<file path="config.mk">
export PLATFORM = sky130hd
export DESIGN_NAME = reset_sequencer
export DESIGN_NICKNAME = d
export VERILOG_FILES = /design/src/rtl/reset_seq_pkg.sv /design/src/rtl/reset_sequencer.sv
export SDC_FILE = /design/constraint.sdc
export NUM_CORES = 1
export LEC_CHECK = 0
export BUFFER_PORTS_ARGS = -buffer_cell sky130_fd_sc_hd__buf_2
export CORE_UTILIZATION = 60
export DETAILED_ROUTE_END_ITERATION = 8
export PLACE_DENSITY = 0.81
export SLEW_MARGIN = 10
export SYNTH_ARGS = -nofsm -noshare
export SYNTH_HDL_FRONTEND = slang
export SYNTH_SLANG_ARGS = --single-unit
</file>
<file path="constraint.sdc">
create_clock -name clk -period 2.5 [get_ports clk]
set_input_delay 0.25 -clock clk [delete_from_list [all_inputs] [get_ports clk]]
set_output_delay 0.25 -clock clk [all_outputs]
set_load 0.02 [all_outputs]
</file>
<file path="src/rtl/reset_seq_pkg.sv">
// Shared types and constants for the staged reset sequencer:
// FSM states, reset-cause codes and the per-state domain release mask.
package reset_seq_pkg;

  localparam int CNT_W       = 16;
  localparam int NUM_DOMAINS = 3;

  typedef enum logic [1:0] {
    HOLD = 2'd0,
    REL0 = 2'd1,
    REL1 = 2'd2,
    RUN  = 2'd3
  } state_t;

  localparam logic [1:0] CAUSE_POR = 2'b00;
  localparam logic [1:0] CAUSE_EXT = 2'b01;
  localparam logic [1:0] CAUSE_WDT = 2'b10;
  localparam logic [1:0] CAUSE_SW  = 2'b11;

  // Active-low domain resets per state; lower domains always release first.
  function automatic logic [NUM_DOMAINS-1:0] stage_mask(input state_t s);
    case (s)
      HOLD:    stage_mask = 3'b000;
      REL0:    stage_mask = 3'b001;
      REL1:    stage_mask = 3'b011;
      RUN:     stage_mask = 3'b111;
      default: stage_mask = 3'b000;
    endcase
  endfunction

endpackage

</file>
<file path="src/rtl/reset_sequencer.sv">
// Staged reset sequencer: holds all domain resets after the last cause,
// then releases memory/clock, CPU and peripheral domains in order.
module reset_sequencer #(
  parameter int HOLD_CYCLES = 16,
  parameter int STAGE_GAP   = 4
) (
  input  logic       clk,
  input  logic       rst,
  input  logic       ext_rst_req,
  input  logic       wdt_expire,
  input  logic       sw_rst_req,
  output logic [2:0] rst_out_n,
  output logic       busy,
  output logic [1:0] rst_cause
);
  import reset_seq_pkg::*;

  localparam logic [CNT_W-1:0] HOLD_LAST = CNT_W'(HOLD_CYCLES - 1);
  localparam logic [CNT_W-1:0] GAP_LAST  = CNT_W'(STAGE_GAP - 1);

  state_t                 state_reg, state_next;
  logic [CNT_W-1:0]       cnt_reg, cnt_next;
  logic [NUM_DOMAINS-1:0] out_reg, out_next;
  logic                   busy_reg, busy_next;
  logic [1:0]             cause_reg, cause_next;
  logic                   req;

  assign req = ext_rst_req | wdt_expire | sw_rst_req;

  always_ff @(posedge clk) begin
    if (rst) begin
      state_reg <= HOLD;
      cnt_reg   <= '0;
      out_reg   <= '0;
      busy_reg  <= 1'b1;
      cause_reg <= CAUSE_POR;
    end else begin
      state_reg <= state_next;
      cnt_reg   <= cnt_next;
      out_reg   <= out_next;
      busy_reg  <= busy_next;
      cause_reg <= cause_next;
    end
  end

  // Counter terminates at the last value of each phase, so it never wraps.
  always_comb begin
    state_next = state_reg;
    cnt_next   = cnt_reg;
    cause_next = cause_reg;
    if (req) begin
      state_next = HOLD;
      cnt_next   = '0;
      if (ext_rst_req)     cause_next = CAUSE_EXT;
      else if (wdt_expire) cause_next = CAUSE_WDT;
      else                 cause_next = CAUSE_SW;
    end else begin
      case (state_reg)
        HOLD: begin
          if (cnt_reg == HOLD_LAST) begin
            state_next = REL0;
            cnt_next   = '0;
          end else begin
            cnt_next = cnt_reg + 1'b1;
          end
        end
        REL0: begin
          if (cnt_reg == GAP_LAST) begin
            state_next = REL1;
            cnt_next   = '0;
          end else begin
            cnt_next = cnt_reg + 1'b1;
          end
        end
        REL1: begin
          if (cnt_reg == GAP_LAST) begin
            state_next = RUN;
            cnt_next   = '0;
          end else begin
            cnt_next = cnt_reg + 1'b1;
          end
        end
        RUN: cnt_next = '0;
        default: begin
          state_next = HOLD;
          cnt_next   = '0;
        end
      endcase
    end
    // Outputs are decoded from the next state so they register cleanly.
    out_next  = stage_mask(state_next);
    busy_next = (state_next != RUN);
  end

  assign rst_out_n = out_reg;
  assign busy      = busy_reg;
  assign rst_cause = cause_reg;

endmodule

</file>
==> results.ini <==
[route]
highest_layer = met4
finalWirelength_um = 1998
first_pass_iters = 4
antenna_left = 0
wl_met3_um = 105
dr_wl_met2_um = 993
drc = 0
wl_met1_um = 845
initialDrtViolationCount = 13
wl_per_cell_um = 12.57
viasPerCell = 5.572
vias = 886

[cells_and_area]
nets = 145
insertedDiodeCount = 0
seq_area_um2 = 480.5
utilization_pct = 71.16
layout-drive-gt1-share_pct = 16.42
multiInputGateArea_um2 = 599.3
nFillCells = 137
fin_area_um2 = 1229
largest_reg_flops = 16
area_growth_pct = 11.46

[yosys]
synth_seq_area_share_pct = 43.59
synthAdderAreaFrac_pct = 5.675
synth_top_area_share_pct = 43.59
synth_compound_area_share_pct = 4.654
synth_top_family_by_area = simple AND/OR/NAND/NOR gates
synth.avg_cell_area_um2 = 9.110
syn_nets = 131
synth_top_area_cell = dfxtp_1
synth-simple-area-share_pct = 32.01
synth_flop_cell = dfxtp_1
yosys_warnings = 0
synthesis.area_um2 = 1102
synthTopCellsByCount = dfxtp_1, nor2_1, xor2_1
synth_area_leaders = dfxtp_1, nor2_1, xor2_1
synth_edf_count = 0
synthMuxAreaShare_pct = 0.9081
synth_xor_area_share_pct = 11.12
synth_cell_types = 30
ys_ff_latch = 24
async_flop_share_pct = 0
netlist_instances = 121

[clock_tree]
clockBufferDepth = 2
postCtsHoldBufs = 0
clk-insertion-delay-late_ns = 0.33
cts_sinks = 24
cts_made_buffers = 3
postCtsSetupBuffers = 0
cts_tree = yes
root_buffer = clkbuf_4
clkTransAtPathRegs_ns = 0.13
cts_htree_levels = 1
cts_resized = 0

[floorplan]
initial_core_util_pct = 63.84
die_x_um = 44.86
die_area_um2 = 2012
core_um2 = 1727
io_pins = 11
die_h_um = 44.86
num_rows = 15

[power]
vdd_ir_drop_max_uv = 470.6
power_mw = 0.6909
power_leakage_nw = 0.4272
powerDensity_nw_per_um2 = 562.3

[global_routing]
grt-ovfl-total = 0
antenna_found_initial = 0
grt_pass1_vias = 854
grt_max_degree = 16
grt_pass1_wl_um = 3381
grtUsageTotal_pct = 23.59

[critical_path]
cp.arrival_ns = 2.12
cp.required_ns = 2.71
crit_end = cnt_reg[4]
critPathKind = reg2reg
worstReg2RegStart = cnt_reg[0]
end_kind = flip-flop
rrSetupSlack_ns = 0.59
r2r-end = cnt_reg[4]
worstPathMaxFanout = 15
crit_start = cnt_reg[0]
reg2reg_depth = 6
start_kind = flip-flop

[timing]
fin_crit_ns = 1.913
finalSetupViolations = 0
fin_crit_sh_pct = 76.52
hold_viol = 0
skew_ns = 0.005182
fin_tns_setup_ns = 0
slew_violations = 0
slew_headroom_pct = 67.48
tightestPinTransition_ns = 0.4866
max_freq_mhz = 522.8
setup_slack_ns = 0.5871
rsz0062_at_grt = no

[outcome]
status = finished, final reports clean

[placed_design]
pre_cts_slack_ns = 0.6044
io_buffers = 10
placed_cell_area_um2 = 1176
dp_hpwl_um = 1434
routabilityCongestion = 0.7899

[worst_hold_path]
hold_depth = 2
timing.hold.worst.class = in2reg

[job]
maxCapViolations = 0

[per-layer routing]
| layer | vias to the layer above | track usage [%] |
|---|---|---|
| met4 | 0 | 11.52 |
| met2 | 23 | 42.65 |
| met3 | 9 | 8.800 |
| met1 | 405 | 23.69 |
| met5 | - | 0 |
| li1 | 449 | - |
[cells in the final DEF (no fill, tap or decap), types with 2 or more instances in the layout]
| cell type | instances |
|---|---|
| and4_1 | 2 |
| nand2_1 | 5 |
| nor2_1 | 24 |
| ha_1 | 5 |
| nand4_1 | 5 |
| dfxtp_1 | 24 |
| nand3_1 | 6 |
| xnor2_1 | 6 |
| nor3_2 | 2 |
| nor4_1 | 2 |
| and3_1 | 2 |
| or3_1 | 2 |
| o21ai_0 | 2 |
| buf_2 | 10 |
| xor2_1 | 8 |
| nor3_1 | 5 |
| nor4_2 | 3 |
| inv_1 | 4 |
| clkbuf_4 | 3 |
| a21oi_1 | 2 |
[logic make-up (layout without fill, tap and decap cells)]
group                    Yosys count  after routing
AO/OA/AOI/OAI                      8              8
XOR/XNOR                          14             14
adder cells (fa/ha/maj)            5              5
buffers and inverters              5             18
flip-flops                        24             24
multiplexers                       1              1
AND/OR/NAND/NOR                   64             64
[metrics by stage]
| step | std cells | hold WS, ns |
|---|---|---|
| floorplan | 121 | 0.3224 |
| global placement | 155 | 0.4387 |
| detailed placement | 155 | 0.4568 |
| CTS | 159 | 0.1085 |
| global route | 159 | 0.1047 |
| finish | 159 | 0.1148 |
[power by group]
part	switching, mW	internal [mW]	leakage [nW]
sequential	0.00128	0.385	0.194
combinational	0.0123	0.00698	0.205
clock	0.123	0.162	0.0279
total	0.136	0.554	0.427
[worst min-delay path by stage]
stage                          start      endpoint  slack (ns)
after global placement    cnt_reg[0]    cnt_reg[0]        0.44
final                            rst  rst_cause[0]        0.11
after global routing             rst  rst_cause[1]        0.10
after CTS                        rst  rst_cause[0]        0.11
after floorplan                  rst  rst_cause[0]        0.32
after detailed placement  cnt_reg[0]    cnt_reg[0]        0.46
[worst max-delay path, stage by stage, from the launching register on]
cell and delay, ns:
dfxtp_1 0.38, ha_1 0.23, and3_1 0.24, nand4_1 0.17
a22o_1 0.29, nand2_1 0.38, nor2_1 0.11
[final cells by class]
class | instances | share of cell area (%)
clock buffers | 3 | 1.833
multi-input cells | 92 | 48.78
repair buffers | 10 | 4.073
well taps | 25 | 2.546
clock inverters | 1 | 2.444
flip-flops and latches | 24 | 39.10
inverters | 4 | 1.222
Power figures use the tool's default switching activity.
